==> config.mk <==
export PLATFORM = sky130hd
export DESIGN_NAME = sd_crc_engine
export DESIGN_NICKNAME = d
export VERILOG_FILES = /design/src/rtl/sd_crc_engine.sv
export SDC_FILE = /design/constraint.sdc
export NUM_CORES = 1
export LEC_CHECK = 0
export ABC_AREA = 1
export ABC_CLOCK_PERIOD_IN_PS = 1800
export BUFFER_PORTS_ARGS = -buffer_cell sky130_fd_sc_hd__buf_2
export CORE_MARGIN = 10
export CORE_UTILIZATION = 45
export DETAILED_ROUTE_END_ITERATION = 7
export GPL_ROUTABILITY_DRIVEN = 0
export GPL_TIMING_DRIVEN = 0
export PLACE_DENSITY_LB_ADDON = 0.08
export SYNTH_ARGS = -nofsm -noshare
export SYNTH_HDL_FRONTEND = slang
export SYNTH_SLANG_ARGS = --single-unit
==> constraint.sdc <==
create_clock -name clk_i -period 1.8 [get_ports clk_i]
set_input_delay 0 -clock clk_i [delete_from_list [all_inputs] [get_ports clk_i]]
set_output_delay 0 -clock clk_i [all_outputs]
set_load 0.005 [all_outputs]
==> src/rtl/sd_crc_engine.sv <==
// Multi-lane serial CRC generator/checker: each lane shifts a latched word MSB-first through a
// CRC LFSR (init 0, no final XOR) and optionally compares the result with an expected CRC.
module sd_crc_engine #(
  parameter int unsigned          CRC_WIDTH  = 7,
  parameter logic [CRC_WIDTH-1:0] POLY       = 7'h09,
  parameter int unsigned          DATA_WIDTH = 40,
  parameter int unsigned          LANES      = 1
) (
  input  logic                               clk_i,
  input  logic                               reset_i,
  input  logic                               start_i,
  input  logic                               clear_i,
  input  logic                               mode_i,
  input  logic [LANES*DATA_WIDTH-1:0]        data_in_i,
  input  logic [LANES*CRC_WIDTH-1:0]         crc_in_i,
  output logic                               busy_o,
  output logic                               done_o,
  output logic [LANES*CRC_WIDTH-1:0]         crc_out_o,
  output logic [LANES-1:0]                   crc_ok_o,
  output logic [$clog2(DATA_WIDTH+1)-1:0]    bit_cnt_o
);

  localparam int unsigned CntW = $clog2(DATA_WIDTH + 1);

  typedef enum logic [1:0] {StIdle, StRun, StDone} state_e;

  state_e                         state_q;
  logic [LANES*DATA_WIDTH-1:0]    shreg_q, shreg_d;
  logic [LANES*CRC_WIDTH-1:0]     crc_q, crc_d;
  logic [LANES*CRC_WIDTH-1:0]     crc_exp_q;
  logic                           mode_q;
  logic [CntW-1:0]                cnt_q;
  logic                           busy_q, done_q;
  logic [LANES-1:0]               crc_ok_q, crc_ok_d;
  logic                           fb;

  // One LFSR step per lane; crc_ok_d is only consumed on the final step.
  always_comb begin
    shreg_d  = shreg_q;
    crc_d    = crc_q;
    crc_ok_d = '0;
    fb       = 1'b0;
    for (int i = 0; i < LANES; i++) begin
      fb = shreg_q[i*DATA_WIDTH + DATA_WIDTH - 1] ^ crc_q[i*CRC_WIDTH + CRC_WIDTH - 1];
      crc_d[i*CRC_WIDTH +: CRC_WIDTH] = {crc_q[i*CRC_WIDTH +: CRC_WIDTH-1], 1'b0} ^
                                        (fb ? POLY : '0);
      shreg_d[i*DATA_WIDTH +: DATA_WIDTH] = {shreg_q[i*DATA_WIDTH +: DATA_WIDTH-1], 1'b0};
      crc_ok_d[i] = mode_q & (crc_d[i*CRC_WIDTH +: CRC_WIDTH] ==
                              crc_exp_q[i*CRC_WIDTH +: CRC_WIDTH]);
    end
  end

  always_ff @(posedge clk_i or posedge reset_i) begin
    if (reset_i) begin
      state_q   <= StIdle;
      shreg_q   <= '0;
      crc_q     <= '0;
      crc_exp_q <= '0;
      mode_q    <= 1'b0;
      cnt_q     <= '0;
      busy_q    <= 1'b0;
      done_q    <= 1'b0;
      crc_ok_q  <= '0;
    end else if (clear_i) begin
      state_q  <= StIdle;
      shreg_q  <= '0;
      crc_q    <= '0;
      cnt_q    <= '0;
      busy_q   <= 1'b0;
      done_q   <= 1'b0;
      crc_ok_q <= '0;
    end else begin
      case (state_q)
        StIdle: begin
          if (start_i) begin
            shreg_q   <= data_in_i;
            crc_q     <= '0;
            crc_exp_q <= crc_in_i;
            mode_q    <= mode_i;
            cnt_q     <= CntW'(DATA_WIDTH);
            busy_q    <= 1'b1;
            crc_ok_q  <= '0;
            state_q   <= StRun;
          end
        end
        StRun: begin
          shreg_q <= shreg_d;
          crc_q   <= crc_d;
          cnt_q   <= cnt_q - CntW'(1);
          if (cnt_q == CntW'(1)) begin
            busy_q   <= 1'b0;
            done_q   <= 1'b1;
            crc_ok_q <= crc_ok_d;
            state_q  <= StDone;
          end
        end
        StDone: begin
          done_q  <= 1'b0;
          state_q <= StIdle;
        end
        default: state_q <= StIdle;
      endcase
    end
  end

  assign busy_o    = busy_q;
  assign done_o    = done_q;
  assign crc_out_o = crc_q;
  assign crc_ok_o  = crc_ok_q;
  assign bit_cnt_o = cnt_q;

endmodule

==> impl_results.md, run 1 <==
- Status: completed
- Share of flip-flops with an asynchronous set or reset: 100.0%
- Sequential area share after synthesis: 53.33%
- All-Layer GR Usage: 16.24%
- Antenna violations before repair: 0
- Post-Layout Cell Count: 587
- CP Launch Type: flop
- Core area: 0.006756 mm²
- Drt drc: 0
- Largest net degree at the start of global routing: 67
- Clk sinks: 66
- Final setup vio count: 0
- Crit path top cell by count: inv_2
- Root Driver: clkbuf_8
- First DRT Iteration DRCs: 198
- Post-route cell area: 0.004149 mm²
- Max VDD drop: 0.6425 mV
- Worst slack at placement: 0.2265 ns
- Post-CTS setup buffer count: 0
- Area Growth Syn to Fin: 33.98%
- Cell with the most instances after synthesis: nand2_1
- MaxCap Viol Count: 0
- Final WL: 8015 µm
- IO Pins: 68
- Relative slew slack: 46.70%
- Ys Warns: 0
- First-pass GRT wire length: 13650 µm
- Critical-path cell list: inv_2 > nand2_2 > nor2_2 > inv_2 > clkbuf_1 > o21ai_0 > nand2_1 > o21ai_1
- Fin crit share: 88.56%
- Minimum clock period: 1.594 ns
- Initial Util: 45.83%
- Peak Freq: 0.6273 GHz
- Endpoints failing hold: 0
- Max Clock Skew: 0.006219 ns
- Dominant cell type by area after synthesis: dfrtp_1
- ANT cells: 0
- PwrDens: 997.5 mW/mm²
- Vias per cell: 4.956
- Synth Register Bits: 66
- Crit Path Category: flop to flop
- Placed Cells: 533
- Worst-Skew Late Latency: 0.34 ns
- H-tree depth: 3
- Post-synth top area share: 53.33%
- Routed Antenna Nets: 0
- Crit path max fanout: 10
- Cell Area, Placed: 0.003535 mm²
- Worst Path Buf+Inv: 3
- First-pass detailed-route iteration total: 4
- RSZ-0062 raised after global routing: false
- Synth cell count leaders: nand2_1, dfrtp_1, nand3_1
- Vias: 2909
- Critical path required time: 2.03 ns
- Max incr delay on CP: 0.45 ns
- HPWL after DPL: 5529 µm
- Cell Area, Synth: 0.003097 mm²
- Slew @ Worst Pin: 0.7994 ns
- Vias in the first global route: 2917
- Synth top area cells: dfrtp_1, nand2_1, nand3_1, inv_1, o21ai_1
- Share of post-route cells with drive strength above 1: 20.12%
- Syn avg cell area: 8.023 µm²
- CP Capture Type: flop
- Max clock buf depth: 2
- Critical path's slowest cell: clkbuf_1
- HP Class: primary input to flop
- Die Ht: 103.0 µm
- I/O Buffers: 67
- Total gr overflow: 0
- Avg WL per Cell: 13.65 µm
- Post-route setup slack: 0.2060 ns
- Slew Limit Fails: 0
- CP delay by family, top: buffers and inverters
- LEAKAGE: 2.115 nW
- CTS tree: yes
- WP data arrival: 1.82 ns
- Total CTS buffers: 9
- # rows: 30
- Synth cell types: 27
- # nets final: 556
- Die Width: 103.0 µm
- Cells after Synth: 386
- Total Die Area: 0.01060 mm²
- Main flop type after synthesis: dfrtp_1
- Post-cts repair resize count: 0
- Clock transition at path regs: 0.07 ns
- Syn Nets: 440
- Post-synth EDFFs: 0
- Hold WS: 0.01778 ns
## worst reg2reg max path, stage by stage (launching register included)
cell and delay (ns):
dfrtp_1 0.40, inv_2 0.07, nand2_2 0.14, nor2_2 0.07, inv_2 0.07, clkbuf_1 0.45
o21ai_0 0.15, nand2_1 0.09, o21ai_1 0.06
## cells in the final DEF, fill, tap and decap left out, types with 2 or more instances in the layout
master         netlist  routed
nor2_1              10      10
buf_6                2       2
clkbuf_1             5       7
dfrtp_1             66      66
ha_1                 2       2
o21ai_0             17      17
inv_2                4       4
nand3_1             45      45
a21oi_1              3       3
inv_4                1       2
o211ai_1             3       3
dlygate4sd3_1        0      38
inv_1               35      34
xnor2_1              2       2
nand3b_1             2       2
o22ai_1              7       7
bufinv_16            0       3
nand2_1            144     144
clkbuf_8             0       9
o31ai_1              2       2
o21ai_1             20      20
buf_2                8      75
## flip-flops by register name, summed over array words and instances (netlist names), 2 cells and up
register,cells
state_q,2
shreg_q,40
crc_exp_q,7
crc_out_o,7
bit_cnt_o,6
## per-stage QoR
stage	TNS, ns	power (W)	util [%]
floorplan	0	0.002344	-
global placement	-49.39	0.002593	52.28
detailed placement	0	0.002613	52.31
CTS	0	0.004174	61.41
global route	0	0.004390	61.41
finish	0	0.004139	61.41
## what timing repair did
action | 4_1_cts | 5_1_grt
hold endpoints to repair | 103 | 0
endpoints found under the setup margin | 0 | 0
hold buffers | 38 | 0
## cell type report
class,count,area (µm²)
fillers,625,2608
flip-flops and latches,66,1652
multi-input cells,263,1200
repair buffers,105,715.7
inverters,40,155.1
clock buffers,11,131.4
clock inverters,5,102.6
well taps,80,100.1
plain buffers,17,92.59
## cell families after synthesis
| kind of cell | share of synthesized area (%) |
|---|---|
| and+or+nand+nor | 27.35 |
| DFF | 53.33 |
| buffers and inverters | 7.919 |
| AOI/OAI and AO/OA | 9.737 |
| xor gates and xnor gates | 0.8486 |
| adders and majority gates | 0.8080 |
## power breakdown
| group | switching (W) | internal [W] |
|---|---|---|
| sequential | 0.000125 | 0.00168 |
| combinational | 0.000492 | 0.000350 |
| clock | 0.000572 | 0.000919 |
## layer usage
| metal | GRT usage, % | part of all wire, % | wire, µm | vias up |
|---|---|---|---|---|
| met3 | 5.898 | 6.9 | 557 | 10 |
| met4 | 4.813 | 1.1 | 91 | 0 |
| met2 | 24.48 | 45 | 3578 | 79 |
| met5 | 0 | 0 | 0 | - |
| met1 | 21.32 | 47 | 3787 | 1356 |
| li1 | - | - | - | 1464 |
## path summary, 6_finish.rpt
path / depth (start not counted) / endpoint / from / slack (ns)
max reg2reg: 8 / shreg_q[1] / state_q[1] / 0.21
min: 5 / shreg_q[5] / data_in_i[5] / 0.02
min reg2reg: 2 / shreg_q[30] / shreg_q[30] / 0.48
max: 8 / shreg_q[1] / state_q[1] / 0.21
min in group asynchronous: 3 / shreg_q[17] / reset_i / 0.36
max in group asynchronous: 3 / state_q[0] / reset_i / 0.91
(Power assumes the default switching activity.)
==> inputs of run 2 (changes only) <==
Settings changed: CORE_UTILIZATION 45 to 54, HOLD_SLACK_MARGIN from default to 0.12.
==> run 2 against run 1 <==
  * Utilization increased by 17 points
  * Sequential cell count unchanged
  * Highest routed layer unchanged
  * Via count increased by 2.6%
  * Largest power group is now clock
  * Worst hold slack improved by 0.30 ns
  * Die area decreased by 14%
  * Register-to-register slack got worse by 0.02 ns
  * Critical path type unchanged
  * Sequential share of layout area decreased by 2.0 points
  * Combinational power increased by 4.9%
==> impl_results.md, run 2 (synthesis gave the netlist of run 1 again) <==
- Vias per cell: 5.032 (+1.5%)
- Cell Int Power: 0.003397 W (+15%)
- Max VDD drop: 0.8000 mV (+25%)
- Initial Util: 55.89% (+10 points)
- Minimum clock period: 1.614 ns (+0.01960 ns)
- WP data arrival: 1.89 ns (+0.07 ns)
- RSZ-0062 raised after global routing: false
- Worst slack at placement: 0.2572 ns (+0.03071 ns)
- MaxCap Viol Count: 0 (unchanged)
- Relative slew slack: 51.12% (+4.4 points)
- LEAKAGE: 2.219 nW (+4.9%)
- HP Class: primary input to async pin
- Core area: 0.005540 mm² (-18%)
- Largest Register: shreg_q
- Total gr overflow: 0 (unchanged)
- Cts hold-fix bufs: 51 (+34%)
- CP Launch Type: flop
- Most frequent cells in the layout: nand2_1, buf_2, dfrtp_1
- Post-CTS setup buffer count: 0 (unchanged)
- Largest net degree at the start of global routing: 35 (-48%)
- Clk sinks: 66 (unchanged)
- # nets final: 570 (+2.5%)
- Antenna violations before repair: 0 (unchanged)
- H-tree depth: 3 (unchanged)
- CTS tree: yes
- Post-route cell area: 0.004365 mm² (+5.2%)
- Max clock buf depth: 2 (unchanged)
- Drt drc: 0 (unchanged)
- Status: completed
- Switching part of the total: 26.51% (-2.2 points)
- Peak Freq: 0.6197 GHz (-1.2%)
- Slew Limit Fails: 0 (unchanged)
- Critical path required time: 2.08 ns (+0.05 ns)
- Max Clock Skew: 0.007226 ns (+0.001007 ns)
- Endpoints failing hold: 0 (unchanged)
- Clock transition at path regs: 0.07 ns (about the same)
- Total CTS buffers: 9 (unchanged)
- Worst-Skew Late Latency: 0.34 ns (about the same)
- Critical-path cell list: nor2_1 > nand3_2 > inv_2 > clkbuf_1 > nand2_1 > nand3_1
- Final setup vio count: 0 (unchanged)
- Area Growth Syn to Fin: 40.97%
- Clock share of power: 41.7% (+5.7 points)
- Fin crit share: 89.64% (+1.1 points)
- Crit Path Category: flop to flop
- Slew @ Worst Pin: 0.7321 ns (-0.06731 ns)
- ANT cells: 0 (unchanged)
- CP Capture Type: flop
- Vias in the first global route: 3001 (+2.9%)
- HPWL after DPL: 5401 µm (-2.3%)
- Die Ht: 95.73 µm (-7.0%)
- CP delay by family, top: simple AND/OR/NAND/NOR gates
- PwrDens: 1059 mW/mm² (+6.1%)
- Die Width: 95.73 µm (-7.0%)
- Net Sw Power: 0.001225 W (+3.1%)
- # rows: 27 (-10%)
- Cell Area, Placed: 0.003542 mm² (+0.21%)
- Avg WL per Cell: 14.36 µm (+5.2%)
- Reg power frac: 39.2% (-4.4 points)
- IO Pins: 68 (unchanged)
- Max incr delay on CP: 0.42 ns (-0.03 ns)
- Share of post-route cells with drive strength above 1: 20.15% (+0.035 points)
- Most common cell after layout, fill and taps aside: nand2_1
- Post-cts repair resize count: 0 (unchanged)
- Vias: 2984 (+2.6%)
- First-pass detailed-route iteration total: 4 (unchanged)
- Root Driver: clkbuf_8
- First DRT Iteration DRCs: 158 (-20%)
- Final WL: 8515 µm (+6.2%)
- Post-route setup slack: 0.1864 ns (-0.01960 ns)
- Gate power share: 19.1% (-1.3 points)
- Routed Antenna Nets: 0 (unchanged)
- Max reg flops: 40 (unchanged)
- First-pass GRT wire length: 14260 µm (+4.4%)
- Total Die Area: 0.009163 mm² (-14%)
- All-Layer GR Usage: 19.79% (+3.6 points)
- Worst Path Buf+Inv: 2 (-1)
- Setup TNS: 0 ns (unchanged)
- I/O Buffers: 67 (unchanged)
- Critical path's slowest cell: dfrtp_1
- Crit path max fanout: 10 (unchanged)
run 2: cell count changes in the layout (fill, tap and decap cells not counted), sizes merged:
cell,delta
clkbuf,-2
buf,+1
bufinv,+3
dlygate4sd3,+13
clkinvlp,-1
run 2: metal layers:
metal | GRT usage (%) | wire length, µm
met1 | 24.10 | 3781
met2 | 31.83 | 4111
met3 | 7.315 | 483
met4 | 6.634 | 138
met5 | 0 | 0
run 2: layout make-up:
type	instances	area (µm²)
buffer	17	92.59
fill	405	1175
multi-input combinational	263	1200
clock inverter	7	188.9
clock buffer	9	123.9
sequential	66	1652
timing repair buffer	119	865.8
inverter	40	152.6
tap	72	90.09
run 2: per-stage QoR:
stage | cells | hold slack, ns | power, W | utilization, %
2_1_floorplan | 386 | 0.09580 | 0.002344 | -
3_3_place_gp | 525 | 0.1956 | 0.002583 | 63.57
3_5_place_dp | 526 | 0.1685 | 0.002611 | 63.93
4_1_cts | 593 | 0.3374 | 0.004644 | 78.79
5_1_grt | 593 | 0.3776 | 0.004869 | 78.79
6_report | 593 | 0.3224 | 0.004622 | 78.79
run 2: worst min-delay path, delay by kind of cell:
family   cells  cell delay (ns)
buf+inv      3             1.18
run 2: path summary, 6_finish.rpt:
kind | startpoint | slack (ns) | cells after the start | to
max in group asynchronous | reset_i | 0.85 | 4 | shreg_q[27]
worst max register to register | state_q[1] | 0.19 | 6 | shreg_q[32]
worst min-delay path | reset_i | 0.32 | 3 | shreg_q[15]
min in group clk_i | crc_in_i[5] | 0.39 | 4 | crc_exp_q[5]
worst min register to register | shreg_q[30] | 0.49 | 2 | shreg_q[30]
worst max-delay path | state_q[1] | 0.19 | 6 | shreg_q[32]
run 2: power by group through the flow:
stage	Sequential, W	Clock (W)	Combinational, W
finish	0.00181	0.00193	0.000883
global route	0.00183	0.00204	0.000991
CTS	0.00181	0.00196	0.000878
floorplan	0.00180	0	0.000539
detailed placement	0.00183	0	0.000780
global placement	0.00183	0	0.000758
==> inputs of run 3 (changes only) <==
--- a/config.mk
+++ b/config.mk
@@ -8,3 +8,3 @@
 export ABC_AREA = 1
-export ABC_CLOCK_PERIOD_IN_PS = 1800
+export ABC_CLOCK_PERIOD_IN_PS = 1500
 export BUFFER_PORTS_ARGS = -buffer_cell sky130_fd_sc_hd__buf_2
==> constraint.sdc (replaced) <==
create_clock -name clk_i -period 1.5 [get_ports clk_i]
set_input_delay 0.225 -clock clk_i [delete_from_list [all_inputs] [get_ports clk_i]]
set_output_delay 0.225 -clock clk_i [all_outputs]
set_load 0.005 [all_outputs]
==> run 3 against run 2 <==
  * Cell count fell by 1.5%
  * Clock power decreased by 16%
  * Highest routed layer unchanged
  * Fmax rose by 12%
  * Die area unchanged
  * Utilization fell by 2.3 points
  * Design area shrank 2.9%
  * First-iteration DRC count fell by 19%
  * Critical path depth increased by 4
  * Register-to-register slack worse by 0.12 ns
  * Sequential power is 20% higher
  * Count of clock-buffer cells in the layout up 5
  * Sequential share of layout area rose by 1.2 points
==> impl_results.md, run 3 (synthesis gave the netlist of run 1 again) <==
- Antenna violations before repair: 0 (unchanged)
- First-pass GRT wire length: 12940 µm (-9.2%)
- Drt drc: 0 (unchanged)
- RSZ-0062 raised after global routing: true
- MaxCap Viol Count: 0 (unchanged)
- Crit path max fanout: 10 (unchanged)
- Vias per cell: 5.046 (+0.28%)
- HP Class: primary input to flop
- First DRT Iteration DRCs: 128 (-19%)
- Clock transition at path regs: 0.07 ns (about the same)
- LEAKAGE: 2.167 nW (-2.3%)
- Total Die Area: 0.009163 mm² (unchanged)
- Max Clock Skew: 0.005894 ns (-0.001332 ns)
- Area Growth Syn to Fin: 36.89%
- Total CTS buffers: 9 (unchanged)
- Status: completed
- PwrDens: 1156 mW/mm² (+9.2%)
- Final WL: 8140 µm (-4.4%)
- Placed Cells: 526 (unchanged)
- Post-route cell area: 0.004239 mm² (-2.9%)
- Minimum clock period: 1.435 ns (-0.1784 ns)
- CTS tree: yes
- Peak Freq: 0.6967 GHz (+12%)
- Max VDD drop: 0.8399 mV (+5.0%)
- Vias in the first global route: 2729 (-9.1%)
- Root Driver: clkbuf_8
- Final setup vio count: 0 (unchanged)
- ANT cells: 0 (unchanged)
- Share of post-route cells with drive strength above 1: 24.02% (+3.9 points)
- HPWL after DPL: 5420 µm (+0.35%)
- Fin crit share: 95.68% (+6.0 points)
- WP data arrival: 1.71 ns (-0.18 ns)
- IO Pins: 68 (unchanged)
- CP Launch Type: flop
- Core area: 0.005540 mm² (unchanged)
- First-pass detailed-route iteration total: 5 (+1)
- Die Ht: 95.73 µm (unchanged)
- Total gr overflow: 0 (unchanged)
- Clk sinks: 66 (unchanged)
- Most frequent cells in the layout: nand2_1, buf_2, dfrtp_1
- CP Capture Type: flop
- Die Width: 95.73 µm (unchanged)
- Vias: 2947 (-1.2%)
- Total Power: 0.004899 W (+6.0%)
- Largest net degree at the start of global routing: 36 (+2.9%)
- Setup TNS: 0 ns (unchanged)
- Cell Area, Placed: 0.003546 mm² (+0.11%)
- H-tree depth: 3 (unchanged)
- # rows: 27 (unchanged)
- Max clock buf depth: 2 (unchanged)
- Most common cell after layout, fill and taps aside: nand2_1
- Initial Util: 55.89% (unchanged)
- Relative slew slack: 47.53% (-3.6 points)
- Slew Limit Fails: 0 (unchanged)
- Endpoints failing hold: 0 (unchanged)
- Largest Register: shreg_q
- Post-Layout Cell Count: 584 (-1.5%)
- Crit Path Category: flop to flop
- Avg WL per Cell: 13.94 µm (-2.9%)
- I/O Buffers: 67 (unchanged)
- Routed Antenna Nets: 0 (unchanged)
- Slew @ Worst Pin: 0.7854 ns (+0.05333 ns)
- Worst-Skew Late Latency: 0.34 ns (about the same)
- All-Layer GR Usage: 17.90% (-1.9 points)
- # nets final: 562 (-1.4%)
- Critical path required time: 1.78 ns (-0.30 ns)
- Max reg flops: 40 (unchanged)
==> run 3: cell count changes in the layout (fill, tap and decap cells not counted), moves of 3 or more <==
cell           previous run  this run
clkbuf_8                  9        14
o21ai_0                  17        12
o21ai_1                  20        25
dlygate4sd3_1            51        34
clkbuf_1                  5         1
buf_2                    75        70
clkbuf_2                  0         3
bufinv_16                 6         1
buf_4                     1        14
==> run 3: cell type report <==
cell class	instances	area (µm²)
fill	410	1301
clock inverter	1	30.03
tap	72	90.09
buffer	17	120.1
timing repair buffer	111	763.2
clock buffer	14	192.7
sequential	66	1654
multi-input combinational	263	1230
inverter	40	158.9
==> run 3: report_power, final <==
part	switching, W	internal, W
sequential	0.000156	0.00202
clock	0.000639	0.000986
combinational	0.000614	0.000484
total	0.00141	0.00349
==> run 3: worst paths after layout <==
path                                    start           to  slack [ns]  cells after the start
worst max-delay path               state_q[1]     crc_ok_o        0.06                     10
worst min-delay path            data_in_i[38]  shreg_q[38]        0.14                      3
worst max register to register     state_q[1]     crc_ok_o        0.06                     10
worst min register to register    shreg_q[29]  shreg_q[29]        0.48                      2
max in group asynchronous             reset_i   state_q[0]        0.31                      4
min in group asynchronous             reset_i       mode_q        0.58                      3
==> run 3: through the flow <==
| stage | hold slack (ns) | setup slack (ns) | util [%] |
|---|---|---|---|
| 2_1_floorplan | 0.3208 | 0.2046 | - |
| 3_3_place_gp | 0.4205 | -0.05724 | 63.64 |
| 3_5_place_dp | 0.4040 | -0.05080 | 64.00 |
| 4_1_cts | 0.1291 | -0.05549 | 74.28 |
| 5_1_grt | 0.1582 | 0.00005351 | 76.51 |
| 6_report | 0.1403 | 0.06476 | 76.51 |
==> run 3: per-layer routing <==
metal / routed length, µm / global-route usage, % / part of all wire, % / vias to the layer above
li1: - / - / - / 1477
met5: 0 / 0 / 0 / -
met3: 542 / 6.381 / 6.7 / 12
met2: 3862 / 27.48 / 47 / 82
met4: 92 / 5.160 / 1.1 / 0
met1: 3642 / 23.38 / 45 / 1376
==> run 3: critical path: stages (launching register included) <==
cell and delay [ns]:
dfrtp_2 0.46, inv_4 0.09, nand2_4 0.08, nor2_4 0.16, buf_6 0.16, nand2_1 0.06
nor2_1 0.09, nand2_1 0.05, nor2_1 0.10, nand3_1 0.07, nand2_1 0.06
==> run 3: timing repair <==
item,CTS,global route
pin swaps,0,3
hold endpoints to repair,67,0
resized for setup,3,33
hold buffers,34,0
endpoints found under the setup margin,33,61
setup buffers,0,9
